--- src/rtl/dma_copy.sv ---
// Single-channel word-copy DMA: MMIO-programmed SRC/DST/LEN, one read then one write per word,
// releasing the bus (req low for a cycle) between every access so the arbitrator can re-grant.
module dma_copy #(
  parameter int LEN_W = 16
) (
  input  logic        clk,
  input  logic        rst,
  input  logic [31:0] s_a,
  input  logic [31:0] s_d,
  input  logic        s_we,
  input  logic        s_rd,
  output logic [31:0] s_spo,
  output logic        s_ready,
  output logic        req,
  input  logic        gnt,
  output logic [31:0] a,
  output logic [31:0] d,
  output logic        we,
  output logic        rd,
  input  logic [31:0] spo,
  input  logic        ready,
  output logic        irq
);

  typedef enum logic [2:0] {IDLE, RREQ, RSTB, RWAIT, WREQ, WSTB, WWAIT, REL} state_t;

  state_t           state, state_n;
  logic [31:0]      src, dst, rptr, wptr, data_buf;
  logic [LEN_W-1:0] len, cnt;
  logic             ie, done, aborted, wr_phase, abort_pend;
  logic             busy, ctrl_wr, start_cmd, abort_cmd, abort_any, zero_start;
  logic             rd_done, wr_done, to_done, to_abort;
  logic [1:0]       sel;
  logic             unused_addr_bits;

  assign sel              = s_a[3:2];
  assign unused_addr_bits = ^{s_a[31:4], s_a[1:0]};
  assign busy             = (state != IDLE);
  assign ctrl_wr          = s_we && (sel == 2'd3);
  assign start_cmd        = ctrl_wr && s_d[0];
  assign abort_cmd        = ctrl_wr && s_d[3];
  assign abort_any        = abort_pend || (busy && abort_cmd);
  assign zero_start       = start_cmd && (state == IDLE) && (len == '0);

  assign s_ready = s_we | s_rd;
  assign irq     = done & ie;
  // wr_phase flips on the read ready, so REL after a read already presents the write pointer
  assign a       = (state == IDLE) ? 32'd0 : (wr_phase ? wptr : rptr);
  assign d       = (state == IDLE) ? 32'd0 : data_buf;

  always_comb begin
    s_spo = 32'd0;
    if (s_rd) begin
      case (sel)
        2'd0:    s_spo = src;
        2'd1:    s_spo = dst;
        2'd2:    s_spo = 32'(len);
        default: s_spo = {28'd0, aborted, ie, done, busy};
      endcase
    end
  end

  always_ff @(posedge clk) begin
    if (rst) state <= IDLE;
    else     state <= state_n;
  end

  always_comb begin
    state_n  = state;
    req      = 1'b0;
    rd       = 1'b0;
    we       = 1'b0;
    rd_done  = 1'b0;
    wr_done  = 1'b0;
    to_done  = 1'b0;
    to_abort = 1'b0;
    case (state)
      IDLE: begin
        if (start_cmd && (len != '0)) state_n = RREQ;
      end
      RREQ, WREQ: begin
        req = 1'b1;
        if (abort_any) begin
          state_n  = IDLE;
          to_abort = 1'b1;
        end else if (gnt) begin
          state_n = (state == RREQ) ? RSTB : WSTB;
        end
      end
      RSTB, RWAIT, WSTB, WWAIT: begin
        req = 1'b1;
        rd  = (state == RSTB);
        we  = (state == WSTB);
        // an issued strobe is always carried through to ready, abort or not
        if (ready) begin
          rd_done = (state == RSTB) || (state == RWAIT);
          wr_done = (state == WSTB) || (state == WWAIT);
          if (abort_any) begin
            state_n  = IDLE;
            to_abort = 1'b1;
          end else begin
            state_n = REL;
          end
        end else if (state == RSTB) begin
          state_n = RWAIT;
        end else if (state == WSTB) begin
          state_n = WWAIT;
        end
      end
      REL: begin
        if (abort_any) begin
          state_n  = IDLE;
          to_abort = 1'b1;
        end else if (wr_phase) begin
          state_n = WREQ;
        end else if (cnt != '0) begin
          state_n = RREQ;
        end else begin
          state_n = IDLE;
          to_done = 1'b1;
        end
      end
      default: state_n = IDLE;
    endcase
  end

  always_ff @(posedge clk) begin
    if (rst) begin
      src        <= 32'd0;
      dst        <= 32'd0;
      len        <= '0;
      rptr       <= 32'd0;
      wptr       <= 32'd0;
      cnt        <= '0;
      data_buf   <= 32'd0;
      ie         <= 1'b0;
      done       <= 1'b0;
      aborted    <= 1'b0;
      wr_phase   <= 1'b0;
      abort_pend <= 1'b0;
    end else begin
      if (s_we && !busy) begin
        case (sel)
          2'd0:    src <= s_d;
          2'd1:    dst <= s_d;
          2'd2:    len <= s_d[LEN_W-1:0];
          default: ;
        endcase
      end
      if (ctrl_wr) begin
        ie <= s_d[2];
        if (s_d[1]) done    <= 1'b0;
        if (s_d[3]) aborted <= 1'b0;
      end
      // set events come last so they win over a same-cycle clear
      if (to_done || zero_start) done    <= 1'b1;
      if (to_abort)              aborted <= 1'b1;

      if ((state == IDLE) && (state_n == RREQ)) begin
        rptr     <= src;
        wptr     <= dst;
        cnt      <= len;
        wr_phase <= 1'b0;
      end
      if (rd_done) begin
        data_buf <= spo;
        wr_phase <= 1'b1;
      end
      if (wr_done) begin
        rptr     <= rptr + 32'd4;
        wptr     <= wptr + 32'd4;
        cnt      <= cnt - {{(LEN_W-1){1'b0}}, 1'b1};
        wr_phase <= 1'b0;
      end

      if (busy && abort_cmd) abort_pend <= 1'b1;
      if (state_n == IDLE)   abort_pend <= 1'b0;
    end
  end

endmodule

--- config.mk ---
export PLATFORM = sky130hd
export DESIGN_NAME = dma_copy
export DESIGN_NICKNAME = d
export VERILOG_FILES = /design/src/rtl/dma_copy.sv
export SDC_FILE = /design/constraint.sdc
export NUM_CORES = 1
export LEC_CHECK = 0
export CORE_ASPECT_RATIO = 0.8
export CORE_MARGIN = 1
export CORE_UTILIZATION = 40
export CTS_CLUSTER_DIAMETER = 200
export DETAILED_ROUTE_END_ITERATION = 6
export PLACE_DENSITY_LB_ADDON = 0.2
export SYNTH_ARGS = -nofsm -noshare
export SYNTH_HDL_FRONTEND = slang
export SYNTH_SLANG_ARGS = --single-unit
--- constraint.sdc ---
create_clock -name clk -period 4.8 [get_ports clk]
set_clock_uncertainty 0.1 [all_clocks]
set_input_delay 0.48 -clock clk [delete_from_list [all_inputs] [get_ports clk]]
set_output_delay 0.48 -clock clk [all_outputs]
set_load 0.01 [all_outputs]
# Word-level counts from Yosys, hierarchy flattened
# Cells that the tools add are included.
# W data, S select, Z words.
[word_totals]
ff_bits = 200
latch_bits = 0
mem_bits_rw = 0
rom_bits = 0
in_bits = 102
word_cells = 112
memories = 0
[classes]
addsub = 3
multipliers = 0
div_mod_pow = 0
n_lt_le_gt_ge = 0
n_eq_ne = 11
shift = 0
n_mux = 45
bitwise_logic = 2
reduce_logical = 38
[op_table]
columns = ["operator", "n"]
rows = [
  ["$mux W32", 8],
  ["$pmux W32 S3", 1],
  ["$add A32 B3 Y32 const B", 2],
  ["$mux W16", 2],
  ["$reduce_bool A16 Y1", 2],
  ["$mux W3", 10],
  ["$mux W1", 22],
  ["$logic_not A16 Y1", 1],
  ["$sub A16 B1 Y16 const B", 1],
  ["$eq A3 B3 Y1 const B", 4],
  ["$pmux W3 S4", 1],
  ["$reduce_bool A2 Y1", 6],
  ["$reduce_and A2 Y1", 5],
  ["$logic_and A1 B1 Y1", 9],
  ["$eq A3 B1 Y1 const B", 2],
  ["$eq A3 B2 Y1 const B", 2],
  ["$logic_not A3 Y1", 2],
  ["$reduce_or A2 Y1", 3],
  ["$reduce_or A6 Y1", 1],
  ["$eq A2 B2 Y1 const B", 2],
  ["$logic_or A1 B1 Y1", 4],
  ["$reduce_or A4 Y1", 1],
  ["$reduce_bool A3 Y1", 1],
  ["$reduce_or A3 Y1", 1],
  ["6 further kinds", 6],
]

# Longest topological paths before layout
[logic_depth]
depth_word = 12
mapped_depth = 10

# Least setup slack after synthesis
# No wires, ideal clock.
[synth_timing]
path_type = "in2out"
startpoint = "input port s_a[2]"
endpoint = "output port s_spo[21]"
arrival_time_ns = 1.812
required_time_ns = 4.220
setup_slack_ns = 2.408
path_stages = 5
cell_sequence = "buf_1 clkbuf_1 buf_2 mux2i_1 nor2_1"
[synth_via]
elab_chain_cells = 3
[synth_rtl]
columns = ["item", "line", "rtl"]
rows = [
  ["from (decl)", "8", "input logic [31:0] s_a,"],
  ["$eq A2 B2 Y1 (tied with other cells)", "54", "case (sel)"],
  ["$pmux W32 S3 *", "54", ""],
  ["$mux W32 *", "53", "if (s_rd) begin"],
  ["to (decl)", "12", "output logic [31:0] s_spo,"],
]
# Mark *: on every way between the ends. The rest lies on a longest branch, timed or not.

# Worst setup path after layout
[layout_timing]
startpoint = "register state[1]"
endpoint = "output port s_spo[0]"
[layout_via]
elab_chain_cells = 3
[layout_rtl]
columns = ["item", "line", "rtl"]
rows = [
  ["from (decl)", "27", "state_t state, state_n;"],
  ["from (signal assigned)", "65", "else state <= state_n;"],
  ["$reduce_bool A3 Y1", "38", "assign busy = (state != IDLE);"],
  ["$pmux W32 S3", "54", ""],
  ["$mux W32", "53", ""],
]
# No other way between the ends.

==> summary.md <==
| Metric | Value |
|---|---|
| Area delta synth->final | 24.8% |
| Starting Density | 41.2% |
| Post-synthesis sequential area ratio | 39.5% |
| Final Net Count | 1557 |
| Mux contribution to synthesized area | 7.02% |
| R2R setup slack | 1260 ps |
| RSZ-0062 raised after global routing | no |
| Combinational share of power | 10.6% |
| CTS Hold Bufs | 0 |
| Clock network power share | 39.7% |
| Die area | 26000 µm² |
| Met1 GRT Util | 37.7% |
| Sequential power share | 49.6% |
| Pins Over Slew Limit | 0 |
| Pin count of the biggest net entering global routing | 114 |
| DRT antenna net count | 0 |
| I/O pins | 203 |
| Grt met3 use | 4.51% |
| Final setup TNS | 0 ps |
| Initial antenna violation count | 0 |
| Worst slew pin tran | 1170 ps |
| Vias in the first global route | 9374 |
| Rows | 51 |
| Share of layout cells above drive strength 1 | 6.42% |
| Pwr dens | 278 nW/µm² |
| Ant. Diodes | 0 |
| # Max-Cap Violations | 0 |
| XOR/XNOR Fraction of Synth Area | 0.679% |
| Hold endpoint | data_buf[23]$_SDFFE_PP0P_ |
| RePlAce Congestion | 0.860 |
| Max clock buf depth | 2 |
| GR Util met2 | 39.3% |
| Most common cell in the netlist | nand2_1 |
| Die W | 180 µm |
| Clk slew on worst S/H paths | 70 ps |
| Netlist cell types | 68 |
| Htree depth | 4 |
| R2r endpoint | cnt[13]$_SDFFE_PP0P_ |
| Skew-Pair Late Insertion Delay | 450 ps |
| Detailed Route WL | 33700 µm |
| CP Max Fanout | 37 |
| Cts repair resizes | 0 |
| EDFF count, synth | 0 |
| Worst slew margin | 21.0% |
| Mean Syn Cell Area | 7.64 µm² |
| Num CTS Buffers | 17 |
| F_max | 263 MHz |
| Residual DRC | 0 |
| CTS Sinks | 200 |
| CP startpoint kind | flop |
| Worst EP required | 4220 ps |
| Cell Area, Synth | 10100 µm² |
| First-pass GRT wire length | 52800 µm |
| FFs w/ async S/R, synth | 0% |
| Root Buffer Master | clkbuf_16 |
| Via count | 10200 |
| DIE HEIGHT | 144 µm |
| Mapped Nets | 1433 |
| Ys flop type | dfxtp_1 |
| Synth Area in Adders | 0.469% |
| CTS tree | yes |
| Fin crit share | 79.2% |
| Final Hold Viols | 0 |
| DRT iter0 DRCs | 1104 |
| Hold_sp | data_buf[23]$_SDFFE_PP0P_ |
| Worst Hold Depth | 2 |
| WP data arrival | 3220 ps |
| Most Used Layer, Global Route | met2 |
| Yosys top cell by area | dfxtp_1 |
| Synth top area cells | dfxtp_1 39%, nand2_1 11%, a21oi_1 7.8% |
| Commonest cells in the netlist | 304 x nand2_1, 200 x dfxtp_1, 159 x a21oi_1 |
| Switching Share | 27.8% |
| Mean number of vias per cell | 5.72 |
| CP Class | flop to output port |
| Synth Area in Simple Gates | 29.2% |
| P_leak | 4.13 nW |
| Clock period minus worst slack | 3800 ps |
| Cell Int Power | 2.54 mW |
| Compound-Gate Fraction of Synth Area | 18.7% |
| Largest family of logic cells by synthesized area | simple AND/OR/NAND/NOR gates |
| Cells after synthesis | 1328 |
| Yosys reg bits | 200 |
| Status | complete, no violations |
| Port buffer count | 172 |
| Synth warn | 0 |
| GR Util All Layers | 25.8% |
| Synth top area share | 39.5% |
| NetSw | 0.980 mW |
| Setup crit end kind | output port |
| Min-Delay Path Class | flop to flop |
| Placeable Area | 24600 µm² |
| Total power | 3.52 mW |
| Setup bufs post-CTS | 0 |
| Critical R2R Launch | state[1]$_SDFF_PP0_ |
| R2R cell count | 6 |
| Post-DP HPWL | 23100 µm |
| Grt ovf | 0 |
| WL per Instance | 18.9 µm |
| Initial DRT Pass Iterations | 5 |
| VDD IR-drop max | 0.000291 V |
| Setup-failing EPs final | 0 |
==> worst max-delay path, stage by stage (launching register included) <==
cell	delay, ps
dfxtp_1	700
or3_1	970
mux4_2	440
and2_1	120
clkdlybuf4s50_1	550
==> layout by cell type, fill, tap and decap left out, drive strengths merged, types with 8 or more instances in the layout <==
cell	n
a211oi	12
a21oi	159
a2bb2oi	8
a31oi	33
and2	58
and3	15
buf	28
clkbuf	19
clkdlybuf4s50	170
dfxtp	200
inv	21
mux2i	61
nand2	304
nand3	46
nand4	24
nor2	102
nor3	24
nor4	14
o211ai	11
o21ai	35
or3	12
==> state kept, by name (all words and copies together), names as in the netlist <==
name,cells
dst,32
data_buf,32
rptr,32
wr_phase,1
src,32
cnt,16
state,3
len,16
aborted,1
wptr,32
done,1
ie,1
abort_pend,1
==> metal layers <==
| layer | up-vias | share of wire (%) | routed length, µm |
|---|---|---|---|
| met5 | - | 0 | 0 |
| met4 | 0 | 1.1 | 365 |
| met3 | 30 | 7.1 | 2380 |
| met2 | 373 | 44 | 14900 |
| met1 | 4880 | 48 | 16000 |
| li1 | 4917 | - | - |
==> final cells by class <==
| cell class | instances | area (µm²) |
|---|---|---|
| timing repair buffer | 198 | 1930 |
| fill | 2458 | 12000 |
| multi-input combinational | 1019 | 5710 |
| clock buffer | 19 | 443 |
| sequential | 200 | 4010 |
| inverter | 16 | 60.1 |
| clock inverter | 13 | 111 |
| tap | 318 | 398 |
==> power groups by stage <==
stage               sequential (mW)  clock (mW)  combinational, mW
floorplan                      1.76           0              0.212
global placement               1.78           0              0.368
detailed placement             1.79           0              0.370
CTS                            1.75        1.42              0.372
global route                   1.75        1.49              0.405
finish                         1.75        1.40              0.374
==> worst max path at each step <==
stage	from	endpoint	slack [ps]	depth (start not counted)
finish	state[1]$_SDFF_PP0_	s_spo[0]	1000	4
global route	state[1]$_SDFF_PP0_	s_spo[0]	770	4
detailed placement	state[1]$_SDFF_PP0_	cnt[13]$_SDFFE_PP0P_	1280	6
global placement	state[1]$_SDFF_PP0_	wptr[9]$_SDFFE_PP0P_	1320	6
floorplan	s_a[2]	s_spo[21]	2410	5
CTS	state[1]$_SDFF_PP0_	s_spo[0]	920	4
==> metrics by stage <==
step / cells / hold slack (ps) / instance area [µm²] / worst slack (ps) / util (%)
after floorplan: 1328 / 332 / 10100 / 2410 / -
after global placement: 1751 / 337 / 12100 / 1320 / 49.1
after detailed placement: 1751 / 342 / 12100 / 1280 / 49.1
after CTS: 1783 / 352 / 12700 / 925 / 51.4
after global routing: 1783 / 366 / 12700 / 773 / 51.4
final: 1783 / 351 / 12700 / 997 / 51.4
==> logic make-up after synthesis <==
logic type               count (synthesis)
flip-flops                             200
buffers and inverters                  109
XOR/XNOR                                 7
adder cells (fa/ha/maj)                  4
multiplexers                            66
AO/OA/AOI/OAI                          310
AND/OR/NAND/NOR                        632
(Power assumes the default switching activity.)
